### config.mk
export PLATFORM = sky130hd
export DESIGN_NAME = reg_map_shadow
export DESIGN_NICKNAME = d
export VERILOG_FILES = /design/src/rtl/reg_map_shadow_pkg.sv /design/src/rtl/gain_shadow_slot.sv /design/src/rtl/reg_map_shadow.sv
export SDC_FILE = /design/constraint.sdc
export NUM_CORES = 1
export LEC_CHECK = 0
export ABC_AREA = 1
export CAP_MARGIN = 10
export CORE_UTILIZATION = 44
export CTS_BUF_LIST = sky130_fd_sc_hd__clkbuf_16
export CTS_CLUSTER_DIAMETER = 150
export DETAILED_ROUTE_END_ITERATION = 8
export PLACE_DENSITY = 0.66
export SYNTH_ARGS = -nofsm -noshare
export SYNTH_HDL_FRONTEND = slang
export SYNTH_SLANG_ARGS = --single-unit
### constraint.sdc
create_clock -name clk -period 2.6 [get_ports clk]
set_clock_uncertainty 0.2 [all_clocks]
set_input_delay 0.78 -clock clk [delete_from_list [all_inputs] [get_ports clk]]
set_output_delay 0.78 -clock clk [all_outputs]
set_load 0.02 [all_outputs]
### src/rtl/reg_map_shadow_pkg.sv
// Shared constants and address helpers for the double-buffered
// equalizer register map.
package reg_map_pkg;

   localparam int ADDR_CONFIG      = 0;
   localparam int CTRL_COMMIT_BIT  = 0;
   localparam int STAT_PENDING_BIT = 0;
   localparam int STAT_ERR_BIT     = 1;

   function automatic int bpg(input int w);
      return (w + 7) / 8;
   endfunction

   function automatic int ctrl_addr(input int nb, input int bp);
      return nb * bp + 1;
   endfunction

   function automatic int stat_addr(input int nb, input int bp);
      return nb * bp + 2;
   endfunction

endpackage

### src/rtl/gain_shadow_slot.sv
// One band: byte-lane shadow, dirty flag and active gain register.
// The active copy only moves on a commit while the band is dirty.
module gain_shadow_slot #(
   parameter int GAIN_WIDTH = 24,
   parameter int BPG        = 3
) (
   input  logic                  clk,
   input  logic                  rst,
   input  logic                  wr_en_i,
   input  logic [1:0]            wr_lane_i,
   input  logic [7:0]            wr_data_i,
   input  logic                  commit_i,
   input  logic [1:0]            rd_lane_i,
   output logic [7:0]            rd_byte_o,
   output logic                  dirty_o,
   output logic [GAIN_WIDTH-1:0] active_o
);

   localparam int SW = BPG * 8;
   localparam logic [SW-1:0] MASK = {SW{1'b1}} >> (SW - GAIN_WIDTH);

   logic [SW-1:0]         shadow_q, shadow_d;
   logic                  dirty_q;
   logic [GAIN_WIDTH-1:0] active_q;

   // Bits above GAIN_WIDTH are never stored, so they read back as 0.
   always_comb begin
      shadow_d = shadow_q;
      if (wr_en_i) begin
         for (int k = 0; k < BPG; k++) begin
            if (wr_lane_i == 2'(k)) shadow_d[k*8 +: 8] = wr_data_i;
         end
      end
      shadow_d = shadow_d & MASK;
   end

   always_comb begin
      rd_byte_o = '0;
      for (int k = 0; k < BPG; k++) begin
         if (rd_lane_i == 2'(k)) rd_byte_o = shadow_q[k*8 +: 8];
      end
   end

   always_ff @(posedge clk or negedge rst) begin
      if (!rst) begin
         shadow_q <= '0;
         dirty_q  <= 1'b0;
         active_q <= '0;
      end else begin
         shadow_q <= shadow_d;
         if (wr_en_i)       dirty_q <= 1'b1;
         else if (commit_i) dirty_q <= 1'b0;
         if (commit_i && dirty_q) active_q <= shadow_q[GAIN_WIDTH-1:0];
      end
   end

   assign dirty_o  = dirty_q;
   assign active_o = active_q;

endmodule

### src/rtl/reg_map_shadow.sv
// Host byte register map with shadowed gains committed on sample_tick,
// plus CONFIG, CTRL, STATUS and registered readback.
module reg_map_shadow
   import reg_map_pkg::*;
#(
   parameter int NUM_BANDS   = 10,
   parameter int GAIN_WIDTH  = 24,
   parameter int ADDR_WIDTH  = 8,
   parameter int AUTO_COMMIT = 0
) (
   input  logic                            clk,
   input  logic                            rst,
   input  logic                            we,
   input  logic                            re,
   input  logic [ADDR_WIDTH-1:0]           addr,
   input  logic [7:0]                      data_in,
   output logic [7:0]                      data_out,
   output logic                            rd_valid,
   input  logic                            sample_tick,
   output logic [7:0]                      configuration,
   output logic [NUM_BANDS*GAIN_WIDTH-1:0] gains,
   output logic                            gain_update,
   output logic                            commit_pending
);

   localparam int BPG    = bpg(GAIN_WIDTH);
   localparam int CTRL_A = ctrl_addr(NUM_BANDS, BPG);
   localparam int STAT_A = stat_addr(NUM_BANDS, BPG);

   logic [NUM_BANDS-1:0] hit, top_wr, dirty;
   logic [1:0]           lane    [NUM_BANDS];
   logic [7:0]           rd_byte [NUM_BANDS];

   logic       is_cfg, is_ctrl, is_stat, mapped, commit, auto_req;
   logic [7:0] cfg_q, cfg_d;
   logic       pending_q, pending_d;
   logic       err_q, err_d;
   logic [7:0] dout_q, dout_d, stat;
   logic       rdv_q;
   logic       gupd_q, gupd_d;

   assign commit = sample_tick & pending_q;

   for (genvar b = 0; b < NUM_BANDS; b++) begin : g_band
      localparam int BASE = 1 + b * BPG;
      logic [ADDR_WIDTH-1:0] off;

      // Wraps for addresses below BASE, so the range test stays unsigned.
      assign off       = addr - ADDR_WIDTH'(BASE);
      assign hit[b]    = off < ADDR_WIDTH'(BPG);
      assign lane[b]   = 2'(off);
      assign top_wr[b] = we & hit[b] & (lane[b] == 2'(BPG - 1));

      gain_shadow_slot #(
         .GAIN_WIDTH (GAIN_WIDTH),
         .BPG        (BPG)
      ) u_slot (
         .clk       (clk),
         .rst       (rst),
         .wr_en_i   (we & hit[b]),
         .wr_lane_i (lane[b]),
         .wr_data_i (data_in),
         .commit_i  (commit),
         .rd_lane_i (lane[b]),
         .rd_byte_o (rd_byte[b]),
         .dirty_o   (dirty[b]),
         .active_o  (gains[b*GAIN_WIDTH +: GAIN_WIDTH])
      );
   end

   assign is_cfg   = addr == ADDR_WIDTH'(ADDR_CONFIG);
   assign is_ctrl  = addr == ADDR_WIDTH'(CTRL_A);
   assign is_stat  = addr == ADDR_WIDTH'(STAT_A);
   assign mapped   = is_cfg | is_ctrl | is_stat | (|hit);
   assign auto_req = (AUTO_COMMIT != 0) && (|top_wr);

   always_comb begin
      cfg_d     = cfg_q;
      pending_d = pending_q;
      err_d     = err_q;
      if (we && is_cfg) cfg_d = data_in;
      // A request landing on a committing tick survives for the next one.
      if (commit) pending_d = 1'b0;
      if ((we && is_ctrl && data_in[CTRL_COMMIT_BIT]) || auto_req)
         pending_d = 1'b1;
      if (we && is_stat && data_in[STAT_ERR_BIT]) err_d = 1'b0;
      if (we && !mapped) err_d = 1'b1;
   end

   always_comb begin
      stat                   = '0;
      stat[STAT_PENDING_BIT] = pending_q;
      stat[STAT_ERR_BIT]     = err_q;
      dout_d                 = dout_q;
      if (re) begin
         unique case (1'b1)
            is_cfg:  dout_d = cfg_q;
            is_stat: dout_d = stat;
            |hit: begin
               dout_d = '0;
               for (int b = 0; b < NUM_BANDS; b++) begin
                  if (hit[b]) dout_d = rd_byte[b];
               end
            end
            default: dout_d = '0;
         endcase
      end
   end

   assign gupd_d = commit & (|dirty);

   always_ff @(posedge clk or negedge rst) begin
      if (!rst) begin
         cfg_q     <= '0;
         pending_q <= 1'b0;
         err_q     <= 1'b0;
         dout_q    <= '0;
         rdv_q     <= 1'b0;
         gupd_q    <= 1'b0;
      end else begin
         cfg_q     <= cfg_d;
         pending_q <= pending_d;
         err_q     <= err_d;
         dout_q    <= dout_d;
         rdv_q     <= re;
         gupd_q    <= gupd_d;
      end
   end

   assign data_out       = dout_q;
   assign rd_valid       = rdv_q;
   assign configuration  = cfg_q;
   assign gain_update    = gupd_q;
   assign commit_pending = pending_q;

endmodule

After elaboration in Yosys (flattened, before gate mapping)
Cells that the tools add are included.
{"block": "word_totals", "ff_bits": 510, "latch_bits": 0, "mem_bits_rw": 0, "mem_bits_ro": 0, "in_bits": 21, "word_cells": 240, "mem_count": 0}
{"block": "op_classes", "n_addsub": 10, "multipliers": 0, "div_mod_pow": 0, "magnitude_cmp": 10, "eq_ne": 22, "shift": 0, "n_mux": 55, "bitwise_logic": 15, "reduce_logical": 72}
{"operator": "8-bit 2-to-1 mux", "count": 40}
{"operator": "8-bit by 2-bit less-than comparator with 1-bit output (second input constant)", "count": 10}
{"operator": "2-bit AND reduction", "count": 30}
{"operator": "8-bit by 5-bit subtractor with 8-bit output (second input constant)", "count": 5}
{"operator": "8-bit case mux with 3 select lines", "count": 1}
{"operator": "2-bit nonzero test", "count": 12}
{"operator": "2-bit by 1-bit == test with 1-bit output (second input constant)", "count": 10}
{"operator": "2-bit == test (second input constant)", "count": 10}
{"operator": "2-bit zero test", "count": 10}
{"operator": "10-bit OR reduction", "count": 2}
{"operator": "1-bit logical AND", "count": 16}
{"operator": "8-bit by 3-bit subtractor with 8-bit output (second input constant)", "count": 2}
{"operator": "8-bit by 4-bit subtractor with 8-bit output (second input constant)", "count": 2}
{"operator": "1-bit 2-to-1 mux", "count": 14}
{"operator": "1-bit AND", "count": 12}
{"operator": "8-bit by 5-bit == test with 1-bit output (second input constant)", "count": 1}
{"operator": "8-bit by 6-bit == test with 1-bit output (second input constant)", "count": 1}
{"operator": "8-bit zero test", "count": 1}
{"operator": "8-bit by 1-bit subtractor with 8-bit output (second input constant)", "count": 1}
{"operator": "1-bit OR", "count": 3}
{"operator": "1-bit zero test", "count": 1}

Logic depth before layout (Yosys ltp)
Gate-level depths: netlist of run 1.
{"block": "logic_depth", "depth_word": 16, "depth_mapped": 26, "ltp_nobuf": 22}

Hierarchy
A second synthesis of run 1 with hierarchy kept.
{"block": "hier_totals", "cells_unflattened": 3006, "hier_area_um2": 24982.7}
{"module": "gain_shadow_slot", "n_inst": 10, "cells_each": 252, "area_per_inst_um2": 2229.6, "seq_area_each_um2": 1226.2}
{"module": "reg_map_shadow", "n_inst": 1, "cells_each": 486, "area_per_inst_um2": 2686.3, "seq_area_each_um2": 500.5}

Least setup slack after synthesis of run 1
No wires, ideal clock.
{"block": "synth_timing", "path_kind": "input -> register", "startpoint": "input addr[1]", "endpoint": "register dout_q[5], in the netlist data_out[5]", "t_arrival_ps": 2906, "required_time_ps": 2284, "path_slack_ps": -622, "path_stages": 20, "n_path_buf": 5, "path_cell_list": "buf_4 inv_4 buf_6 buf_2 buf_2 ha_1 nand2_1 nand2_1 inv_1 o31ai_1 nand2_1 nand4_2 inv_2 buf_4 a21oi_1 nand2_1 nand2_1 nand2_1 nand2_1 nand2_1"}
{"block": "synth_via", "elab_chain_cells": 16, "elab_cells_between_ends": 94, "cone_classes": "add/sub: 10; order compare: 10; eq/ne: 21; mux: 41; reduce/logical: 12"}
{"element": "from (decl)", "line_no": "reg_map_shadow.sv:15", "source": "input logic [ADDR_WIDTH-1:0] addr,"}
{"element": "parallel branches: the longest is 15 deep, another holds 8-bit by 1-bit subtractor with 8-bit output"}
{"element": "8-bit case mux with 3 select lines (*)", "line_no": "reg_map_shadow.sv:96", "source": "unique case (1'b1)"}
{"element": "to (signal assigned)", "line_no": "reg_map_shadow.sv:124", "source": "dout_q <= dout_d;"}
{"element": "to (decl)", "line_no": "reg_map_shadow.sv:38", "source": "logic [7:0] dout_q, dout_d, stat;"}
Mark *: on every way between the ends.
A chain may end at the register's enable or synchronous reset.

Final worst setup path of run 1
{"block": "layout_timing", "startpoint": "register g_band[4].u_slot.active_q[14]", "endpoint": "output gains[110]"}
{"element": "from (decl)", "line_no": "gain_shadow_slot.sv:24", "source": "logic [GAIN_WIDTH-1:0] active_q;"}
{"element": "from (signal assigned)", "line_no": "gain_shadow_slot.sv:53", "source": "if (commit_i && dirty_q) active_q <= shadow_q[GAIN_WIDTH-1:0];"}
{"element": "to (decl)", "line_no": "reg_map_shadow.sv:21", "source": "output logic [NUM_BANDS*GAIN_WIDTH-1:0] gains,"}
No word-level cell between the ends.

==> results.json, run 1 <==
{
  "crit_chain": "clkdlybuf4s50_1",
  "wirelength_mm": 68.3,
  "setup_viol_count_final": 0,
  "cp_slowest_cell": "clkdlybuf4s50_1",
  "cts_inserted_buffers": 53,
  "power_per_cell_area_nw_per_um2": 599,
  "synth_top_family_by_area": "simple AND/OR/NAND/NOR gates",
  "end_kind": "output port",
  "port_buffers": 279,
  "finalPower_uw": 17000,
  "grt_setup_unrepaired": "no",
  "rrSetupSlack_ns": 0.57,
  "final_common_cell": "nand2_1",
  "dp_hpwl_mm": 48.8,
  "die_h_um": 224,
  "cp_max_fo": 2,
  "final_cell_mix": "606 x nand2_1, 510 x dfrtp_1, 311 x o21ai_0, 185 x clkdlybuf4s50_1, 172 x buf_4",
  "reg2reg_depth": 15,
  "cts_tree": "yes",
  "final_nets": 2674,
  "die_w_um": 224,
  "grtUsageTotal_pct": 27.4,
  "grt_pass1_vias": 17600,
  "worstSetupStartpointType": "flop",
  "synth_compound_area_share_pct": 13.5,
  "overflow": 0,
  "drtAntennaViolNets": 0,
  "dominantRegCellSynth": "dfrtp_1",
  "crit_family": "buffers and inverters",
  "grt_max_degree": 74,
  "cpPeakStageDelay_ns": 0.61,
  "synthesis.area_um2": 21600,
  "synth_fa_ha_area_share_pct": 0.290,
  "p_leak_uw": 0.0142,
  "tightest_slew_ns": 0.487,
  "cts_buffer_depth": 3,
  "r2r_end": "data_out[0]$_DFFE_PN0P_",
  "postSynthCellCount": 2239,
  "muxShareOfSynthArea_pct": 7.67,
  "grt_pass1_wl_mm": 105,
  "vias": 18000,
  "critPathBufInv": 1,
  "cp.depth": 1,
  "endpoint": "gains[110]",
  "drv_slew": 0,
  "synthArstFlopShare_pct": 100,
  "drt_iter0_markers": 1730,
  "synthToLayoutAreaGrowth_pct": 31.6,
  "firstDrtPassIters": 6,
  "routedWlPerCell_um": 20.7,
  "synth_warnings": 0,
  "drive_above_1_share_pct": 19.1,
  "initial_core_util_pct": 44.9,
  "r2r-start": "g_band[2].u_slot.shadow_q[8]$_DFFE_PN0P_",
  "drv_cap": 0,
  "drc_errors": 0,
  "period_share_pct": 98.4,
  "min_period_ns": 2.56,
  "worstHoldPathType": "reg2reg",
  "synth_seq_cells": 510,
  "synthXorXnorAreaFrac_pct": 0,
  "insertion_delay_ns": 0.59,
  "post-place-ws_ns": -0.915,
  "gp_congestion": 0.929,
  "yosys.area_share.simple_pct": 14.1,
  "hold_violations": 0,
  "h-tree-depth": 2,
  "io-pin-count": 280,
  "max_slew_margin_pct": 67.3,
  "worstSetupStartpoint": "g_band[4].u_slot.active_o[14]$_DFFE_PN0P_",
  "core_area_um2": 48000,
  "cp.required_ns": 1.62,
  "routed_via_density": 5.44,
  "antenna_found_initial": 3,
  "hold_slack_ns": 0.283,
  "ys_seq_area_share_pct": 59.1,
  "cts-root-buf": "clkbuf_16",
  "die_area_um2": 50000,
  "path_clk_slew_ns": 0.06,
  "num_rows": 80,
  "synth_edf_count": 0,
  "synth_fp_nets": 2265,
  "fin_ws_ns": 0.0403,
  "critical_path_class": "reg2out",
  "avgSynthCellArea_um2": 9.64,
  "cp.arrival_ns": 1.58,
  "outcome": "complete, no violations",
  "cts.sinks": 510,
  "vdd_drop_max_mv": 0.455,
  "max_freq_ghz": 0.391,
  "ys_types": 41
}
logic make-up after synthesis:
kind of cell	Yosys count
flops	510
simple gates	751
fa+ha+maj	5
compound gates	545
buf+inv	281
mux	147
through the flow:
step / instances / cell area [um2] / setup TNS, ns / util, %
final: 3302 / 28400 / 0 / 59.1
after detailed placement: 3199 / 26500 / -145.89 / 55.3
after CTS: 3298 / 28200 / 0 / 58.8
after global placement: 3199 / 26500 / -145.23 / 55.3
after global routing: 3302 / 28400 / 0 / 59.1
after floorplan: 2239 / 21800 / -28.84 / -
synthesized netlist by cell type (all sizes together), types with 3 or more instances:
cell type,instances,share of area [%]
buf,60,1.6
clkinv,3,0.052
nor4,5,0.27
nor2,59,1.1
nand3,21,0.51
o21ai,403,9.3
nand2,640,11
clkbuf,77,1.3
dfrtp,510,59
a21oi,78,1.8
ha,5,0.29
a22oi,4,0.14
nor3,9,0.25
mux2,147,7.7
o211ai,3,0.10
inv,141,2.5
o221ai,19,0.77
a221oi,10,0.41
o22ai,23,0.67
nand4,15,0.46
registers in the layout, summed over array words and instances (netlist names):
signal and cells:
commit_pending 1, configuration 8, data_out 8, err_q 1, g_band.u_slot.active_o 240, g_band.u_slot.dirty_o 10
g_band.u_slot.shadow_q 240, gain_update 1, rd_valid 1
how the worst min path moves through the flow:
stage / end / slack, ns / depth (start not counted) / from
floorplan: g_band[1].u_slot.shadow_q[10]$_DFFE_PN0P_ / 0.25 / 2 / g_band[1].u_slot.shadow_q[10]$_DFFE_PN0P_
global placement: g_band[1].u_slot.shadow_q[14]$_DFFE_PN0P_ / 0.27 / 2 / g_band[1].u_slot.shadow_q[14]$_DFFE_PN0P_
detailed placement: g_band[2].u_slot.shadow_q[16]$_DFFE_PN0P_ / 0.27 / 2 / g_band[2].u_slot.shadow_q[16]$_DFFE_PN0P_
CTS: g_band[2].u_slot.shadow_q[16]$_DFFE_PN0P_ / 0.29 / 2 / g_band[2].u_slot.shadow_q[16]$_DFFE_PN0P_
global route: g_band[1].u_slot.shadow_q[16]$_DFFE_PN0P_ / 0.30 / 2 / g_band[1].u_slot.shadow_q[16]$_DFFE_PN0P_
finish: g_band[2].u_slot.shadow_q[16]$_DFFE_PN0P_ / 0.28 / 2 / g_band[2].u_slot.shadow_q[16]$_DFFE_PN0P_
layout make-up:
| type | instances | area [um2] |
|---|---|---|
| Clock buffer | 53 | 1330 |
| Antenna cell | 1 | 2.50 |
| Sequential cell | 510 | 12800 |
| Tap cell | 615 | 769 |
| Clock inverter | 40 | 323 |
| Fill cell | 4082 | 19600 |
| Inverter | 144 | 561 |
| Multi-Input combinational cell | 1450 | 7840 |
| Timing Repair Buffer | 489 | 4830 |
repair_timing:
item | CTS | global route
gates cloned | 2 | 1
hold endpoints to repair | 31 | 0
pin swaps | 7 | 11
gates resized for setup | 68 | 63
hold buffers | 1 | 0
endpoints found under the setup margin | 145 | 105
setup buffers | 3 | 2
power by group:
part / leakage [uW] / switching, uW / internal, uW
Sequential: 0.00706 / 222 / 8190
Combinational: 0.00633 / 858 / 460
Clock: 0.000855 / 3110 / 4190
per-layer routing:
layer / track usage [%] / up-vias / wire length [um] / part of all wire (%)
li1: - / 8266 / - / -
met1: 39.6 / 8931 / 30300 / 44
met2: 43.6 / 661 / 32200 / 47
met3: 4.00 / 95 / 4350 / 6.4
met4: 6.85 / 4 / 1480 / 2.2
met5: 0 / - / 27 / 0.040
Note: power is estimated with default switching activity, not from simulation.
==> inputs of run 2 (changes only) <==
- CORE_ASPECT_RATIO: not set -> 1.1
==> run 2 against run 1 <==
Effect of this change:
- utilization down 0.061 points
- hold slack worse by 0.0024 ns
- first-iteration DRC count shrank 23%
- combinational power barely moved
- fmax decreased by 0.34%
- routed wire length rose by 0.62%
- power fell by 1.7%
- sequential share of layout area hardly changed
- via count down 0.72%
- setup slack worse by 0.0088 ns
- register-to-register slack gained 0.04 ns
- global-route usage is 0.64 points higher
- critical path type unchanged
- highest routed layer is now met4
==> results.json, run 2 (same netlist as run 1, synthesis figures left out) <==
{
  "critPathBufInv": 1,
  "drive_above_1_share_pct": 19.1,
  "tightest_slew_ns": 0.653,
  "vdd_drop_max_mv": 0.437,
  "crit_chain": "clkdlybuf4s50_1",
  "wirelength_mm": 68.7,
  "port_buffers": 279,
  "vias": 17800,
  "h-tree-depth": 2,
  "met3_wirelength_mm": 4.10,
  "p_leak_uw": 0.0142,
  "routed_via_density": 5.37,
  "initial_core_util_pct": 44.9,
  "drt_iter0_markers": 1325,
  "outcome": "complete, no violations",
  "wl_met1_mm": 29.5,
  "synthToLayoutAreaGrowth_pct": 31.7,
  "cp_max_fo": 2,
  "cts-root-buf": "clkbuf_16",
  "top_layer": "met4",
  "drv_slew": 0,
  "diodes": 0,
  "crit_family": "buffers and inverters",
  "final_cell_count_no_fill": 3322,
  "power_per_cell_area_nw_per_um2": 589,
  "final_common_cell": "nand2_1",
  "grt_pass1_wl_mm": 105,
  "num_rows": 84,
  "cts.sinks": 510,
  "io-pin-count": 280,
  "dp.cells": 3226,
  "firstDrtPassIters": 6,
  "post_dp_cell_area_um2": 26600,
  "critical_path_class": "reg2out",
  "worstSetupStartpointType": "flop",
  "die_h_um": 234,
  "cp.arrival_ns": 1.59,
  "antenna_found_initial": 0,
  "setup_viol_count_final": 0,
  "post-route-util_pct": 59.1,
  "final_nets": 2668,
  "end_kind": "output port",
  "path_clk_slew_ns": 0.06,
  "max_slew_margin_pct": 56.1,
  "dp_hpwl_mm": 49.3,
  "cpPeakStageDelay_ns": 0.62,
  "period_share_pct": 98.8,
  "core_area_um2": 48100,
  "cp_slowest_cell": "clkdlybuf4s50_1",
  "dr_wl_met2_mm": 33.0,
  "grt_setup_unrepaired": "no",
  "cp.required_ns": 1.62,
  "grtUsageTotal_pct": 28.1,
  "grt_pass1_vias": 17800,
  "insertion_delay_ns": 0.60,
  "drv_cap": 0,
  "drc_errors": 0,
  "final_cell_mix": "609 x nand2_1, 510 x dfrtp_1, 308 x o21ai_0, 188 x clkdlybuf4s50_1, 163 x buf_4",
  "routedWlPerCell_um": 20.7,
  "fin_area_um2": 28400,
  "finalPower_uw": 16700,
  "cts_buffer_depth": 3,
  "min_period_ns": 2.57,
  "hold_violations": 0,
  "gp_congestion": 0.951,
  "hold_slack_ns": 0.281,
  "overflow": 0,
  "die_w_um": 213,
  "cts_tree": "yes",
  "grt_max_degree": 53,
  "worstHoldPathType": "reg2reg",
  "cts_inserted_buffers": 50,
  "die_area_um2": 50000,
  "max_freq_ghz": 0.389,
  "drtAntennaViolNets": 0
}
run 2: cell count changes in the layout (fill, tap and decap cells not counted), sizes merged:
cell / previous run / this run
inv: 158 / 152
clkbuf: 56 / 53
clkdlybuf4s15: 0 / 1
clkinvlp: 2 / 4
dlygate4sd2: 48 / 49
buf: 211 / 209
dlymetal6s2s: 41 / 38
clkdlybuf4s50: 185 / 188
diode: 1 / 0
bufinv: 5 / 3
run 2: worst paths after layout:
kind                                                                start  cells after the start  slack (ns)                                         to
worst max-delay path            g_band[1].u_slot.active_o[17]$_DFFE_PN0P_                      1        0.03                                  gains[41]
worst min-delay path             g_band[2].u_slot.active_o[6]$_DFFE_PN0P_                      2        0.28   g_band[2].u_slot.active_o[6]$_DFFE_PN0P_
worst max register to register   g_band[2].u_slot.shadow_q[8]$_DFFE_PN0P_                     15        0.61                    data_out[0]$_DFFE_PN0P_
worst min register to register   g_band[2].u_slot.active_o[6]$_DFFE_PN0P_                      2        0.28   g_band[2].u_slot.active_o[6]$_DFFE_PN0P_
max in group asynchronous                                             rst                      3        0.81  g_band[8].u_slot.active_o[14]$_DFFE_PN0P_
min in group asynchronous                                             rst                      2        0.54  g_band[1].u_slot.shadow_q[15]$_DFFE_PN0P_
run 2: metal layers:
layer	up-vias	track usage, %
met4	0	9.20
met3	107	4.57
li1	8250	-
met5	-	0
met2	636	46.2
met1	8835	37.9
run 2: final cells by class:
| cell class | count | area (um2) |
|---|---|---|
| Clock buffer | 53 | 1330 |
| Clock inverter | 34 | 235 |
| Fill cell | 4142 | 19700 |
| Inverter | 144 | 561 |
| Multi-Input combinational cell | 1450 | 7890 |
| Sequential cell | 510 | 12800 |
| Tap cell | 645 | 807 |
| Timing Repair Buffer | 486 | 4860 |
run 2: stage by stage:
stage,setup WS [ns],setup TNS (ns)
6_report,0.0315,0
5_1_grt,0.00116,0
4_1_cts,0.00111,0
3_5_place_dp,-0.947,-150.58
3_3_place_gp,-0.826,-144.16
2_1_floorplan,-0.361,-28.84
run 2: what timing repair did:
| item | CTS | global route |
|---|---|---|
| pin swaps | 8 | 13 |
| setup endpoints to repair | 184 | 172 |
| cloned | 2 | 0 |
| gates resized for setup | 71 | 71 |
| endpoints found under the hold margin | 30 | 0 |
| buffers inserted | 1 | 5 |
| hold buffers | 1 | 0 |
run 2: power by group:
group,internal (uW),switching (uW)
Sequential,8190,224
Combinational,470,868
Clock,3950,3040
